## src/rtl/alu_seq.sv

```systemverilog
// alu_seq: registered ALU with single-cycle ops and an iterative shift-add multiplier.
// Define ALU_DIV_EN to add the restoring unsigned divider (DIV/REM and the div_zero flag).
module alu_seq #(
    parameter int unsigned WIDTH = 32,
    parameter int unsigned IMM_W = 16,
    parameter int unsigned SH_W  = $clog2(WIDTH)
) (
    input  logic             clk,
    input  logic             reset,
    input  logic             in_valid,
    output logic             in_ready,
    input  logic [3:0]       AluOp,
    input  logic [WIDTH-1:0] busA,
    input  logic [WIDTH-1:0] busB,
    input  logic [IMM_W-1:0] imm,
    output logic             out_valid,
    output logic [WIDTH-1:0] outBus,
    output logic             Overflow,
    output logic             div_zero
);

    localparam int unsigned CntW = $clog2(WIDTH);
    localparam int unsigned Msb  = WIDTH - 1;

    typedef enum logic [1:0] {
        StIdle,
        StMul
`ifdef ALU_DIV_EN
        ,
        StDiv
`endif
    } stateT;

    stateT              stateQ, stateD;
    logic [CntW-1:0]    cntQ, cntD;
    // {hi, lo}: running product for MUL, {remainder, quotient} for DIV
    logic [2*WIDTH-1:0] prodQ, prodD;
    logic [WIDTH-1:0]   opndQ, opndD;
    logic               highQ, highD;
    logic               validQ, validD;
    logic [WIDTH-1:0]   outQ, outD;
    logic               ovfQ, ovfD;
    logic               dzQ, dzD;

    logic [WIDTH-1:0]   addRes, subRes, res;
    logic               ovf, dz, multi;
    logic [WIDTH:0]     mulSum;
    logic               lastIter;

    assign addRes   = busA + busB;
    assign subRes   = busA - busB;
    assign mulSum   = {1'b0, prodQ[2*WIDTH-1:WIDTH]} + (prodQ[0] ? {1'b0, opndQ} : '0);
    assign lastIter = cntQ == CntW'(WIDTH - 1);

`ifdef ALU_DIV_EN
    logic [WIDTH:0]   divShift, divDiff;
    logic             divGe;
    logic [WIDTH-1:0] remNext;

    assign divShift = prodQ[2*WIDTH-1:WIDTH-1];
    assign divDiff  = divShift - {1'b0, opndQ};
    assign divGe    = divShift >= {1'b0, opndQ};
    assign remNext  = divGe ? divDiff[WIDTH-1:0] : divShift[WIDTH-1:0];
`endif

    always_comb begin
        stateD = stateQ;
        cntD   = cntQ;
        prodD  = prodQ;
        opndD  = opndQ;
        highD  = highQ;
        validD = 1'b0;
        outD   = outQ;
        ovfD   = ovfQ;
        dzD    = dzQ;
        res    = '0;
        ovf    = 1'b0;
        dz     = 1'b0;
        multi  = 1'b0;
        case (stateQ)
            StIdle: begin
                if (in_valid) begin
                    case (AluOp)
                        4'b0000: res = busA & busB;
                        4'b0001: res = busA | busB;
                        4'b0010: res = busA ^ busB;
                        4'b0011: res = ~busA;
                        4'b0100: begin
                            res = addRes;
                            ovf = (busA[Msb] == busB[Msb]) && (addRes[Msb] != busA[Msb]);
                        end
                        4'b0101: begin
                            res = subRes;
                            ovf = (busA[Msb] != busB[Msb]) && (subRes[Msb] != busA[Msb]);
                        end
                        4'b0110: res = {{(WIDTH-1){1'b0}}, $signed(busA) < $signed(busB)};
                        4'b1010: res = busA << imm[SH_W-1:0];
                        4'b1011: res = busA >> imm[SH_W-1:0];
                        4'b1101: res = WIDTH'(imm) << (WIDTH - IMM_W);
                        4'b1000, 4'b1001: begin
                            multi  = 1'b1;
                            stateD = StMul;
                            prodD  = {{WIDTH{1'b0}}, busB};
                            opndD  = busA;
                            highD  = AluOp[0];
                        end
`ifdef ALU_DIV_EN
                        4'b1110, 4'b1111: begin
                            if (busB == '0) begin
                                res = AluOp[0] ? busA : '1;
                                dz  = 1'b1;
                            end else begin
                                multi  = 1'b1;
                                stateD = StDiv;
                                prodD  = {{WIDTH{1'b0}}, busA};
                                opndD  = busB;
                                highD  = AluOp[0];
                            end
                        end
`endif
                        default: res = '0;
                    endcase
                    cntD = '0;
                    // Multi-cycle ops leave the result registers untouched until they finish
                    if (!multi) begin
                        validD = 1'b1;
                        outD   = res;
                        ovfD   = ovf;
                        dzD    = dz;
                    end
                end
            end
            StMul: begin
                prodD = {mulSum, prodQ[WIDTH-1:1]};
                cntD  = cntQ + 1'b1;
                if (lastIter) begin
                    stateD = StIdle;
                    validD = 1'b1;
                    outD   = highQ ? prodD[2*WIDTH-1:WIDTH] : prodD[WIDTH-1:0];
                    ovfD   = 1'b0;
                    dzD    = 1'b0;
                end
            end
`ifdef ALU_DIV_EN
            StDiv: begin
                prodD = {remNext, prodQ[WIDTH-2:0], divGe};
                cntD  = cntQ + 1'b1;
                if (lastIter) begin
                    stateD = StIdle;
                    validD = 1'b1;
                    outD   = highQ ? remNext : {prodQ[WIDTH-2:0], divGe};
                    ovfD   = 1'b0;
                    dzD    = 1'b0;
                end
            end
`endif
            default: stateD = StIdle;
        endcase
    end

    always_ff @(posedge clk) begin
        if (reset) begin
            stateQ <= StIdle;
            cntQ   <= '0;
            prodQ  <= '0;
            opndQ  <= '0;
            highQ  <= 1'b0;
            validQ <= 1'b0;
            outQ   <= '0;
            ovfQ   <= 1'b0;
            dzQ    <= 1'b0;
        end else begin
            stateQ <= stateD;
            cntQ   <= cntD;
            prodQ  <= prodD;
            opndQ  <= opndD;
            highQ  <= highD;
            validQ <= validD;
            outQ   <= outD;
            ovfQ   <= ovfD;
            dzQ    <= dzD;
        end
    end

    assign in_ready  = stateQ == StIdle;
    assign out_valid = validQ;
    assign outBus    = outQ;
    assign Overflow  = ovfQ;
    assign div_zero  = dzQ;

endmodule
```

## config.mk

```make
export PLATFORM = sky130hd
export DESIGN_NAME = alu_seq
export DESIGN_NICKNAME = d
export VERILOG_FILES = /design/src/rtl/alu_seq.sv
export SDC_FILE = /design/constraint.sdc
export NUM_CORES = 1
export LEC_CHECK = 0
export CORE_MARGIN = 2
export CORE_UTILIZATION = 55
export CTS_CLUSTER_SIZE = 30
export DETAILED_ROUTE_END_ITERATION = 10
export PLACE_DENSITY = 0.79
export SYNTH_ARGS = -nofsm -noshare
export SYNTH_HDL_FRONTEND = slang
export SYNTH_SLANG_ARGS = --single-unit
```

## constraint.sdc

```tcl
create_clock -name clk -period 3.7 [get_ports clk]
set_input_delay 0.74 -clock clk [delete_from_list [all_inputs] [get_ports clk]]
set_output_delay 0.74 -clock clk [all_outputs]
set_load 0.02 [all_outputs]
```

==> impl_metrics.py <==
metrics = {
    "global_routing": {
        "grt_use_met1_pct": 56.57,
        "grt_pass1_vias": 19370,
        "grt_overflow": 0,
        "grt_use_met3_pct": 10.87,
        "antenna_found_initial": 0,
        "top_usage_layer": "met2",
        "gr-usage-met2_pct": 75.39,
        "grt_first_pass_wirelength_um": 112600,
        "grt_max_degree": 90,
        "gr-usage-all-layers_pct": 47.83,
    },
    "floorplan": {
        "die_w_um": 176.0,
        "die-area_sq_mm": 0.03099,
        "rows": 62,
        "initial_core_util_pct": 56.26,
        "pin_count": 123,
        "fp.dieH_um": 176.0,
        "core-area_sq_mm": 0.02894,
    },
    "worst_setup_path": {
        "path_buf_inv": 3,
        "max_stage_delay_ns": 0.49,
        "cp_data_required_time_ns": 4.04,
        "critPathTopFamily": "compound AO/OA/AOI/OAI gates",
        "r2r-start": "opndQ[0]",
        "crit_slowest_cell": "clkdlybuf4s50_1",
        "path_depth": 14,
        "critPathMaxFanout": 4,
        "arrival_ns": 3.95,
        "worst_r2r_endpoint": "outBus[31]",
        "rrSetupSlack_ns": 0.11,
        "worstSetupPathType": "input port to flop",
        "cp_cell_sequence": "clkdlybuf4s50_1, inv_1, ha_1, a21o_1, a221o_1, a21oi_2, o21ai_1, a21oi_2, o21ai_1, buf_4, a221oi_1, a31o_1, a21oi_1, a211oi_1",
        "reg2reg_depth": 13,
        "cp-end-kind": "flop",
        "start_kind": "input port",
    },
    "pwr": {
        "seqPwrFrac_pct": 27.4,
        "pwr-share-clk_pct": 31.1,
        "power_frac_comb_pct": 41.5,
        "p_sw_share_pct": 36.98,
        "p_switching_uw": 2108,
        "internal_power_uw": 3592,
        "ir_drop_uv": 342.7,
        "leakage_uw": 0.009131,
        "p_per_area_mw_per_mm2": 272.1,
    },
    "synthesis": {
        "syn_avg_cell_area_sq_um": 7.389,
        "synthMostInstantiatedCell": "nor2_1",
        "yosys.area.top_type_share_pct": 16.85,
        "synth_edf_count": 0,
        "yosys_warnings": 0,
        "synth-main-ff-cell": "dfxtp_1",
        "ys_ff_latch": 137,
        "synthTopCellsByArea": "dfxtp_1, ha_1, a21oi_1",
        "ys_seq_area_share_pct": 16.85,
        "synthTopCellsByCount": "nor2_1, a21oi_1, nand2_1",
        "synth_top_area_cell": "dfxtp_1",
        "syn-num-nets": 2435,
        "synth-async-reset-ratio_pct": 0,
        "syn_inst": 2203,
        "synth_cell_types": 96,
        "syn_area_sq_mm": 0.01628,
    },
    "routing": {
        "drc": 0,
        "ant_nets": 0,
        "drtPass1Iterations": 6,
        "wire_per_inst_um": 25.81,
        "vias": 20110,
        "drtIter0Drc": 2883,
        "drt_wl_total_um": 75770,
        "vias_per_cell": 6.849,
    },
    "timing": {
        "worst_pin_slew_ns": 1.076,
        "hold_viol_final": 0,
        "maxSlewHeadroom_pct": 28.00,
        "fin_ws_ns": 0.09597,
        "skew_ns": 0.01638,
        "fmax_mhz": 277.5,
        "slew_violations": 0,
        "fin_crit_ns": 3.604,
        "finalSetupViolCount": 0,
        "fin_crit_sh_pct": 97.41,
        "fin_tns_setup_ns": 0,
    },
    "cells_and_area": {
        "areaGrowthSynthToFinish_pct": 28.69,
        "fin_nets": 2773,
        "post-route-util_pct": 72.40,
        "n_antenna_cell": 0,
        "stdcell_area_sq_mm": 0.02095,
        "drive_gt1_share_pct": 22.02,
    },
    "cts": {
        "htreeDepth": 4,
        "cts.path.max_buffers": 2,
        "cts_tree": "done",
        "cts.sinks": 137,
        "clk_pin_slew_worst_paths_ns": 0.06,
        "cts_root_buf": "clkbuf_16",
        "cts-buffers-inserted": 17,
        "clk_latency_ns": 0.44,
        "cts_hold_buf": 0,
    },
    "placed_design": {
        "placed_area_sq_mm": 0.02021,
        "post-dp-hpwl_um": 58150,
        "io_buffers": 121,
        "place.gp.congestion": 1.108,
        "pre_cts_slack_ns": -0.4955,
    },
    "hold_path": {
        "min_from": "opndQ[20]",
        "hold_path_class": "flop to flop",
        "whs_endpoint": "opndQ[20]",
        "hold_path_depth": 2,
    },
    "outcome": {
        "outcome": "complete, no violations",
    },
    "run": {
        "drv_cap": 0,
    },
}
## routing by layer
layer	part of all wire [%]	vias up
li1	-	8685
met1	35	9393
met2	44	1630
met3	11	400
met4	9.5	0
met5	0	-
## registers in the layout, summed over array words and instances (netlist names)
signal	cells
out_valid	1
outBus	32
cntQ	5
Overflow	1
prodQ	64
stateQ	1
opndQ	32
highQ	1
## what timing repair did
item,CTS,global route
setup endpoints to repair,5,24
buffers inserted,0,2
pin swaps,0,10
resized for setup,1,29
## power by group through the flow
stage / Combinational, uW / Clock (uW) / Sequential, uW
after CTS: 2240 / 1770 / 1560
after floorplan: 1130 / 0 / 1610
after global placement: 2200 / 0 / 1590
final: 2360 / 1770 / 1560
after global routing: 2470 / 1820 / 1560
after detailed placement: 2220 / 0 / 1590
## worst reg2reg max path, stage by stage, from the launching register on
cell and delay [ns]:
dfxtp_1 0.32, and2_1 0.19, ha_1 0.28, fa_1 0.45
a21oi_1 0.22, o22ai_1 0.21, o211ai_1 0.36, o21ai_2 0.19
a31oi_2 0.29, o21ai_1 0.11, a21o_1 0.21, a221o_1 0.36
a211oi_1 0.20, a21oi_1 0.10
## worst max path at each step
stage,to,start
floorplan,outBus[18],busA[0]
global placement,outBus[28],busA[0]
detailed placement,outBus[28],busA[0]
CTS,outBus[22],busB[0]
global route,outBus[17],busA[4]
finish,outBus[17],busA[8]
## layout by cell type (no fill, tap or decap), types with 32 or more instances in the layout
cell	Yosys	final
buf_4	11	379
nor2_1	297	294
a21oi_1	286	284
nand2_1	176	176
ha_1	142	141
dfxtp_1	137	136
o21ai_0	118	116
clkdlybuf4s50_1	0	116
inv_1	111	110
mux4_2	59	59
mux2i_1	56	56
and2_1	42	42
and3_1	41	41
xnor2_1	37	37
nor3_1	38	36
nand3_1	33	32
## area by class of cell
cell class | count | area (sq um)
clock inverters | 12 | 151.4
clock buffers | 18 | 429.2
flip-flops and latches | 137 | 2746
multi-input cells | 1760 | 12430
fillers | 2250 | 7986
well taps | 384 | 480.5
repair buffers | 510 | 4277
inverters | 115 | 431.7
## cells by family (layout without fill, tap and decap cells)
logic type                 Yosys count  after routing  share of synthesized area, %
AOI/OAI and AO/OA                  722            722                         28.49
xor gates and xnor gates            52             52                         2.798
DFF                                137            137                         16.85
adders and majority gates          145            145                         11.28
muxes                              131            131                         12.99
other                                1              1                       0.02304
and+or+nand+nor                    709            709                         19.68
buffers and inverters              306            655                         7.886
## metrics by stage
stage                     cells  total power, uW  hold slack, ns
final                      2936             5700          0.4532
after global routing       2936             5852          0.4761
after CTS                  2934             5565          0.4538
after detailed placement   2904             3814          0.4448
after global placement     2904             3791          0.4425
after floorplan            2203             2738          0.4317
Power figures use the tool's default switching activity.
